**src/rtl/atm_pkg.sv**
```systemverilog
// Shared definitions for the ATM cash dispenser: denomination codes, note
// values, controller states, error codes and default cassette fill levels.
package atm_pkg;

  typedef enum logic [1:0] {
    DENOM_100  = 2'b00,
    DENOM_500  = 2'b01,
    DENOM_2000 = 2'b10
  } denom_e;

  typedef enum logic [2:0] {
    S_IDLE,
    S_CHECK,
    S_PLAN,
    S_DISPENSE,
    S_DONE,
    S_ERR
  } state_e;

  localparam logic [1:0] ERR_NONE   = 2'b00;
  localparam logic [1:0] ERR_AMOUNT = 2'b01;
  localparam logic [1:0] ERR_NOTES  = 2'b10;

  localparam logic [15:0] VAL_100  = 16'd100;
  localparam logic [15:0] VAL_500  = 16'd500;
  localparam logic [15:0] VAL_2000 = 16'd2000;

  localparam int unsigned DEF_N2000_INIT = 50;
  localparam int unsigned DEF_N500_INIT  = 100;
  localparam int unsigned DEF_N100_INIT  = 200;

  function automatic logic [15:0] denom_value(input logic [1:0] d);
    case (d)
      DENOM_2000: denom_value = VAL_2000;
      DENOM_500:  denom_value = VAL_500;
      default:    denom_value = VAL_100;
    endcase
  endfunction

endpackage

```
**src/rtl/atm_note_planner.sv**
```systemverilog
// Greedy one-step note selector (combinational).
//   rem_i          : amount still to be planned
//   s2000_i..s100_i: shadow cassette counts
//   denom_o        : largest denomination that fits rem_i and is still stocked
//   valid_o        : a usable denomination exists
module atm_note_planner
  import atm_pkg::*;
(
  input  logic [15:0] rem_i,
  input  logic [7:0]  s2000_i,
  input  logic [7:0]  s500_i,
  input  logic [7:0]  s100_i,
  output logic [1:0]  denom_o,
  output logic        valid_o
);

  always_comb begin
    denom_o = DENOM_100;
    valid_o = 1'b1;
    if (rem_i >= VAL_2000 && s2000_i != '0) begin
      denom_o = DENOM_2000;
    end else if (rem_i >= VAL_500 && s500_i != '0) begin
      denom_o = DENOM_500;
    end else if (rem_i >= VAL_100 && s100_i != '0) begin
      denom_o = DENOM_100;
    end else begin
      valid_o = 1'b0;
    end
  end

endmodule

```
**src/rtl/atm_cash_dispenser.sv**
```systemverilog
// ATM cash dispenser controller.
// A rising edge on cash_dis in IDLE latches amount; the amount is validated,
// a greedy note plan is built one note per cycle on shadow counts, and the
// planned notes are then handed out 2000s first, then 500s, then 100s, one
// per note_push & note_ready cycle.
// Ports:
//   clk, reset (async, active low)
//   cash_dis, amount, refill, note_ready : request / control inputs
//   note_push, note_denom                : note handshake to the mechanism
//   busy, done, err, err_code            : status
//   cnt2000, cnt500, cnt100              : live cassette counts
module atm_cash_dispenser
  import atm_pkg::*;
#(
  parameter int unsigned N2000_INIT = DEF_N2000_INIT,
  parameter int unsigned N500_INIT  = DEF_N500_INIT,
  parameter int unsigned N100_INIT  = DEF_N100_INIT
) (
  input  logic        clk,
  input  logic        reset,
  input  logic        cash_dis,
  input  logic [15:0] amount,
  input  logic        refill,
  input  logic        note_ready,
  output logic        note_push,
  output logic [1:0]  note_denom,
  output logic        busy,
  output logic        done,
  output logic        err,
  output logic [1:0]  err_code,
  output logic [7:0]  cnt2000,
  output logic [7:0]  cnt500,
  output logic [7:0]  cnt100
);

  localparam logic [7:0] INIT2000 = 8'(N2000_INIT);
  localparam logic [7:0] INIT500  = 8'(N500_INIT);
  localparam logic [7:0] INIT100  = 8'(N100_INIT);

  state_e      state_q, state_d;
  logic        cash_dis_q;
  logic [15:0] rem_q, rem_d;
  logic [7:0]  c2000_q, c2000_d, c500_q, c500_d, c100_q, c100_d;
  logic [7:0]  s2000_q, s2000_d, s500_q, s500_d, s100_q, s100_d;
  logic [9:0]  p2000_q, p2000_d, p500_q, p500_d, p100_q, p100_d;
  logic [1:0]  err_code_q, err_code_d;

  logic        req_rise;
  logic [1:0]  plan_denom;
  logic        plan_valid;
  denom_e      denom_sel;
  logic [11:0] notes_left;

  // The edge register tracks cash_dis in every state, so an edge seen while
  // busy is consumed and a level still held high on return to IDLE is not
  // mistaken for a new request.
  assign req_rise   = cash_dis & ~cash_dis_q;
  assign notes_left = 12'(p2000_q) + 12'(p500_q) + 12'(p100_q);

  atm_note_planner u_planner (
    .rem_i   (rem_q),
    .s2000_i (s2000_q),
    .s500_i  (s500_q),
    .s100_i  (s100_q),
    .denom_o (plan_denom),
    .valid_o (plan_valid)
  );

  always_comb begin
    state_d    = state_q;
    rem_d      = rem_q;
    c2000_d    = c2000_q;
    c500_d     = c500_q;
    c100_d     = c100_q;
    s2000_d    = s2000_q;
    s500_d     = s500_q;
    s100_d     = s100_q;
    p2000_d    = p2000_q;
    p500_d     = p500_q;
    p100_d     = p100_q;
    err_code_d = err_code_q;
    note_push  = 1'b0;
    denom_sel  = DENOM_100;
    unique case (state_q)
      S_IDLE: begin
        if (refill) begin
          c2000_d = INIT2000;
          c500_d  = INIT500;
          c100_d  = INIT100;
        end
        if (req_rise) begin
          rem_d      = amount;
          err_code_d = ERR_NONE;
          state_d    = S_CHECK;
        end
      end
      S_CHECK: begin
        // Shadows snapshot the counts after any same-cycle refill.
        s2000_d = c2000_q;
        s500_d  = c500_q;
        s100_d  = c100_q;
        p2000_d = '0;
        p500_d  = '0;
        p100_d  = '0;
        if (rem_q == '0 || (rem_q % VAL_100) != '0) begin
          err_code_d = ERR_AMOUNT;
          state_d    = S_ERR;
        end else begin
          state_d = S_PLAN;
        end
      end
      S_PLAN: begin
        if (rem_q == '0) begin
          state_d = S_DISPENSE;
        end else if (!plan_valid) begin
          err_code_d = ERR_NOTES;
          state_d    = S_ERR;
        end else begin
          rem_d = rem_q - denom_value(plan_denom);
          case (plan_denom)
            DENOM_2000: begin
              s2000_d = s2000_q - 8'd1;
              p2000_d = p2000_q + 10'd1;
            end
            DENOM_500: begin
              s500_d = s500_q - 8'd1;
              p500_d = p500_q + 10'd1;
            end
            default: begin
              s100_d = s100_q - 8'd1;
              p100_d = p100_q + 10'd1;
            end
          endcase
        end
      end
      S_DISPENSE: begin
        // DISPENSE is left on the last transfer, so a note is always pending here.
        note_push = 1'b1;
        if (p2000_q != '0)     denom_sel = DENOM_2000;
        else if (p500_q != '0) denom_sel = DENOM_500;
        else                   denom_sel = DENOM_100;
        if (note_ready) begin
          case (denom_sel)
            DENOM_2000: begin
              p2000_d = p2000_q - 10'd1;
              c2000_d = c2000_q - 8'd1;
            end
            DENOM_500: begin
              p500_d = p500_q - 10'd1;
              c500_d = c500_q - 8'd1;
            end
            default: begin
              p100_d = p100_q - 10'd1;
              c100_d = c100_q - 8'd1;
            end
          endcase
          if (notes_left == 12'd1) state_d = S_DONE;
        end
      end
      S_DONE:  state_d = S_IDLE;
      S_ERR:   state_d = S_IDLE;
      default: state_d = S_IDLE;
    endcase
  end

  always_ff @(posedge clk or negedge reset) begin
    if (!reset) begin
      state_q    <= S_IDLE;
      cash_dis_q <= 1'b0;
      rem_q      <= '0;
      c2000_q    <= INIT2000;
      c500_q     <= INIT500;
      c100_q     <= INIT100;
      s2000_q    <= '0;
      s500_q     <= '0;
      s100_q     <= '0;
      p2000_q    <= '0;
      p500_q     <= '0;
      p100_q     <= '0;
      err_code_q <= ERR_NONE;
    end else begin
      state_q    <= state_d;
      cash_dis_q <= cash_dis;
      rem_q      <= rem_d;
      c2000_q    <= c2000_d;
      c500_q     <= c500_d;
      c100_q     <= c100_d;
      s2000_q    <= s2000_d;
      s500_q     <= s500_d;
      s100_q     <= s100_d;
      p2000_q    <= p2000_d;
      p500_q     <= p500_d;
      p100_q     <= p100_d;
      err_code_q <= err_code_d;
    end
  end

  assign note_denom = denom_sel;
  assign busy       = (state_q == S_CHECK) || (state_q == S_PLAN) || (state_q == S_DISPENSE);
  assign done       = (state_q == S_DONE);
  assign err        = (state_q == S_ERR);
  assign err_code   = err_code_q;
  assign cnt2000    = c2000_q;
  assign cnt500     = c500_q;
  assign cnt100     = c100_q;

endmodule

```
**config.mk**
```make
export PLATFORM = sky130hd
export DESIGN_NAME = atm_cash_dispenser
export DESIGN_NICKNAME = d
export VERILOG_FILES = /design/src/rtl/atm_pkg.sv /design/src/rtl/atm_note_planner.sv /design/src/rtl/atm_cash_dispenser.sv
export SDC_FILE = /design/constraint.sdc
export NUM_CORES = 1
export LEC_CHECK = 0
export ABC_AREA = 0
export ABC_CLOCK_PERIOD_IN_PS = 7100
export CORE_MARGIN = 5
export CORE_UTILIZATION = 46
export DETAILED_ROUTE_END_ITERATION = 8
export SLEW_MARGIN = 40
export SYNTH_ARGS = -nofsm -noshare
export SYNTH_HDL_FRONTEND = slang
export SYNTH_SLANG_ARGS = --single-unit
```
**constraint.sdc**
```tcl
create_clock -name clk -period 7.1 [get_ports clk]
set_input_delay 1.42 -clock clk [delete_from_list [all_inputs] [get_ports clk]]
set_output_delay 1.42 -clock clk [all_outputs]
set_load 0.02 [all_outputs]
```
==> metrics.txt <==
WL met1 10.7 mm; critical path's most frequent cell o21ai_1; overall die width 147 um; DIE AREA 0.0216 sq mm; die height ~150 um; multiplexer share of the synthesized area roughly 1.5%; Worst R2R Start rem_q[14]; worst slew pin tran around 0.82 ns; Mapped Nets 1,116; Vias/cell roughly 6; I/O pin total 53; post-layout net count 1,145; Final period util 91.6%; TritonCTS clock tree done; Max stage delay on crit path 0.85 ns; Clock Sinks 100; Final Hold Fails 0; Total GRT Usage between 20% and 30%; via count 7,670; syn avg cell area 8.35 sq um; slowest CP cell dfrtp_1; initial core utilization 46.3%; Ant. Diodes 0; kind of critical path flip-flop to flip-flop; crit start category flip-flop; Seq cells post-synth 100; drt first-iter violations 483; XOR/XNOR Fraction of Synth Area around 4.6%; synthesized area 0.00861 sq mm; min-delay worst type flip-flop to flip-flop; Synth Area in Compound Gates 28.8%; Critical Path, Cell by Cell nand2b_1 > o211ai_1 > a21oi_1 > nor3_2 > o21ai_1 > mux2_2 > a211oi_2 > o21ai_1 > o22ai_1 > a21oi_1 > a41oi_1 > nand3b_1 > a21oi_1 > maj3_1 > o22a_2 > nand2_2 > o21ai_1 > xnor2_1 > nor4b_2 > o21ai_1 > a221o_1; fraction of registers with async set/reset 100%; Tmin final 6.51 ns; sequential share of the synthesized area 29.2%; RSZ-0062 raised after global routing false; Final Skew between 0.01 and 0.015 ns; Top Layer Used met4; main combinational cell family by area after synthesis compound AO/OA/AOI/OAI gates; setup violators final 0; Critical Path Start rem_q[14]; met2 WL 10.3 mm; core area around 0.019 sq mm; Setup crit end kind flip-flop; Port Buffers 52; DRC Markers 0; Unique masters post-synth 98; final weighted congestion in routability-driven placement 0.878; clock latency at the later pin of the worst-skew pair 0.37 ns; number of fill cells 1,804; Max-Cap Viols 0; most common flop cell mapped by yosys dfrtp_1; first-pass GRT wire length 37.8 mm; CTS H-tree depth 3; DRT antenna net count 0; Post-Synth Adder-Cell Area 10.8%; # rows 50; post-synthesis cell count 1,031; met3 WL 778 um; post-layout util 51.7%; Ys Warns 0; r2r setup slk 0.59 ns; vias in the first global route 7,418; Max Fclk 0.154 GHz; CTS-repair resized insts 0; Max FO, Critical Path 26; Post-CTS Setup Inserts 0; cts bufs inserted 9; layout cells sized above 1 a little under a tenth; Rel. slew slack 44.7%; root buf cell clkbuf_16; largest net degree at the start of global routing 73; EDFF count, synth 0; Pre-antenna DRT Iters 5; CTS Buffer Depth 2; Worst EP arrival between 6 and 7 ns; Reg clk slew, reported paths roughly 0.080 ns; final wirelength ~22 mm; Area Overhead vs Synth 11.6%; Worst EP required 7.35 ns; simple-gate area share of the yosys netlist 20.1%; antenna violations before repair 0; hold_sp s2000_q[1]; setup TNS 0 ns; wire per inst roughly 17 um; dpl hpwl 16.3 mm; outcome finished, final reports clean; total grt overflow 0; count of hold-fix buffers inserted at cts 0; Slew Limit Fails 0
## kinds of logic (layout without fill, tap and decap cells)
family	after synthesis	count (layout)
compound gates	363	363
simple gates	349	349
mux	12	12
buf+inv	96	130
flops	100	100
fa+ha+maj	66	66
xor+xnor	45	45
## metal layers
| layer | global-route usage, % | up-vias |
|---|---|---|
| met4 | 5.50 | 0 |
| met3 | 3.27 | 31 |
| met1 | 29.3 | 3628 |
| li1 | - | 3835 |
| met5 | 0 | - |
| met2 | 34.2 | 176 |
## state kept, by name (all words and copies together), names as in the netlist
register	count
cnt500	8
cnt2000	8
s500_q	8
cnt100	8
s2000_q	8
p500_q	10
p2000_q	10
cash_dis_q	1
s100_q	8
state_q	3
err_code	2
p100_q	10
rem_q	16
## through the flow
stage	std cells	worst slack, ns	hold slack, ns	instance area, sq um
after floorplan	1031	1.73	0.460	8610
after global placement	1283	0.938	0.487	9260
after detailed placement	1283	0.761	0.496	9280
after CTS	1299	0.719	0.515	9600
after global routing	1299	0.0386	0.534	9610
final	1299	0.594	0.509	9610
## cell usage after synthesis, drive strengths merged, types with 5 or more instances
cell type	number	area, sq um
a2111oi	6	134
a211oi	16	153
xnor2	39	342
o22ai	6	37.5
and2	11	71.3
o31ai	29	228
a21o	27	213
inv	51	191
xor2	6	52.6
or2	6	40.0
mux2i	7	70.1
dfrtp	91	2280
a31oi	12	75.1
ha	50	626
a22oi	11	87.6
clkbuf	30	113
o21ai	102	522
fa	14	280
o21bai	14	105
dfstp	9	236
mux2	5	60.1
nor2b	13	91.3
nor4	17	106
nor2	103	387
nand3	14	70.1
a22o	6	53.8
o22a	8	73.8
or3	12	81.3
nand3b	5	37.5
buf	14	133
o211ai	9	86.3
and3	7	43.8
nand2	83	319
nand2b	14	87.6
nand4	9	62.6
nor3	45	230
a21oi	91	470
## placed cells by master, fill, tap and decap left out, types with 10 or more instances in the layout
master,instances
inv_1,51
o31ai_1,27
o21ai_0,90
nor4_1,16
nand2_1,79
a31oi_1,12
a21oi_1,85
buf_4,10
a211oi_1,11
fa_1,14
nor2_1,101
a21o_1,24
nand3_1,14
a22oi_1,10
clkdlybuf4s50_1,51
nand2b_1,14
xnor2_1,39
nor3_1,44
nor2b_1,11
o21bai_1,14
dfrtp_1,91
or3_1,10
ha_1,50
## cell type report
| class | instances | area (sq um) | share of cell area, % |
|---|---|---|---|
| flip-flops and latches | 100 | 2510 | 26.2 |
| inverters | 52 | 195 | 2.03 |
| repair buffers | 62 | 597 | 6.21 |
| clock buffers | 9 | 225 | 2.34 |
| clock inverters | 7 | 93.8 | 0.977 |
| multi-input cells | 835 | 5690 | 59.2 |
| well taps | 234 | 293 | 3.05 |
## worst max-delay path: cells and delay by family (launching register included)
family                   cells  cell delay [ns]
flip-flops                   1             0.85
multiplexers                 1             0.40
AND/OR/NAND/NOR              5             0.94
AO/OA/AOI/OAI               13             3.85
XOR/XNOR                     1             0.09
adder cells (fa/ha/maj)      1             0.24
## final timing paths
| path | to | depth (start not counted) |
|---|---|---|
| hold / removal | s2000_q[1] | 2 |
| min in group asynchronous | p100_q[5] | 1 |
| hold reg to reg | s2000_q[1] | 2 |
| setup reg to reg | state_q[0] | 21 |
| max in group asynchronous | cnt2000[4] | 2 |
| setup / recovery | state_q[0] | 21 |
Power is not shown: default switching activity piles up to over one toggle a cycle in this logic, so the estimate is an artifact.
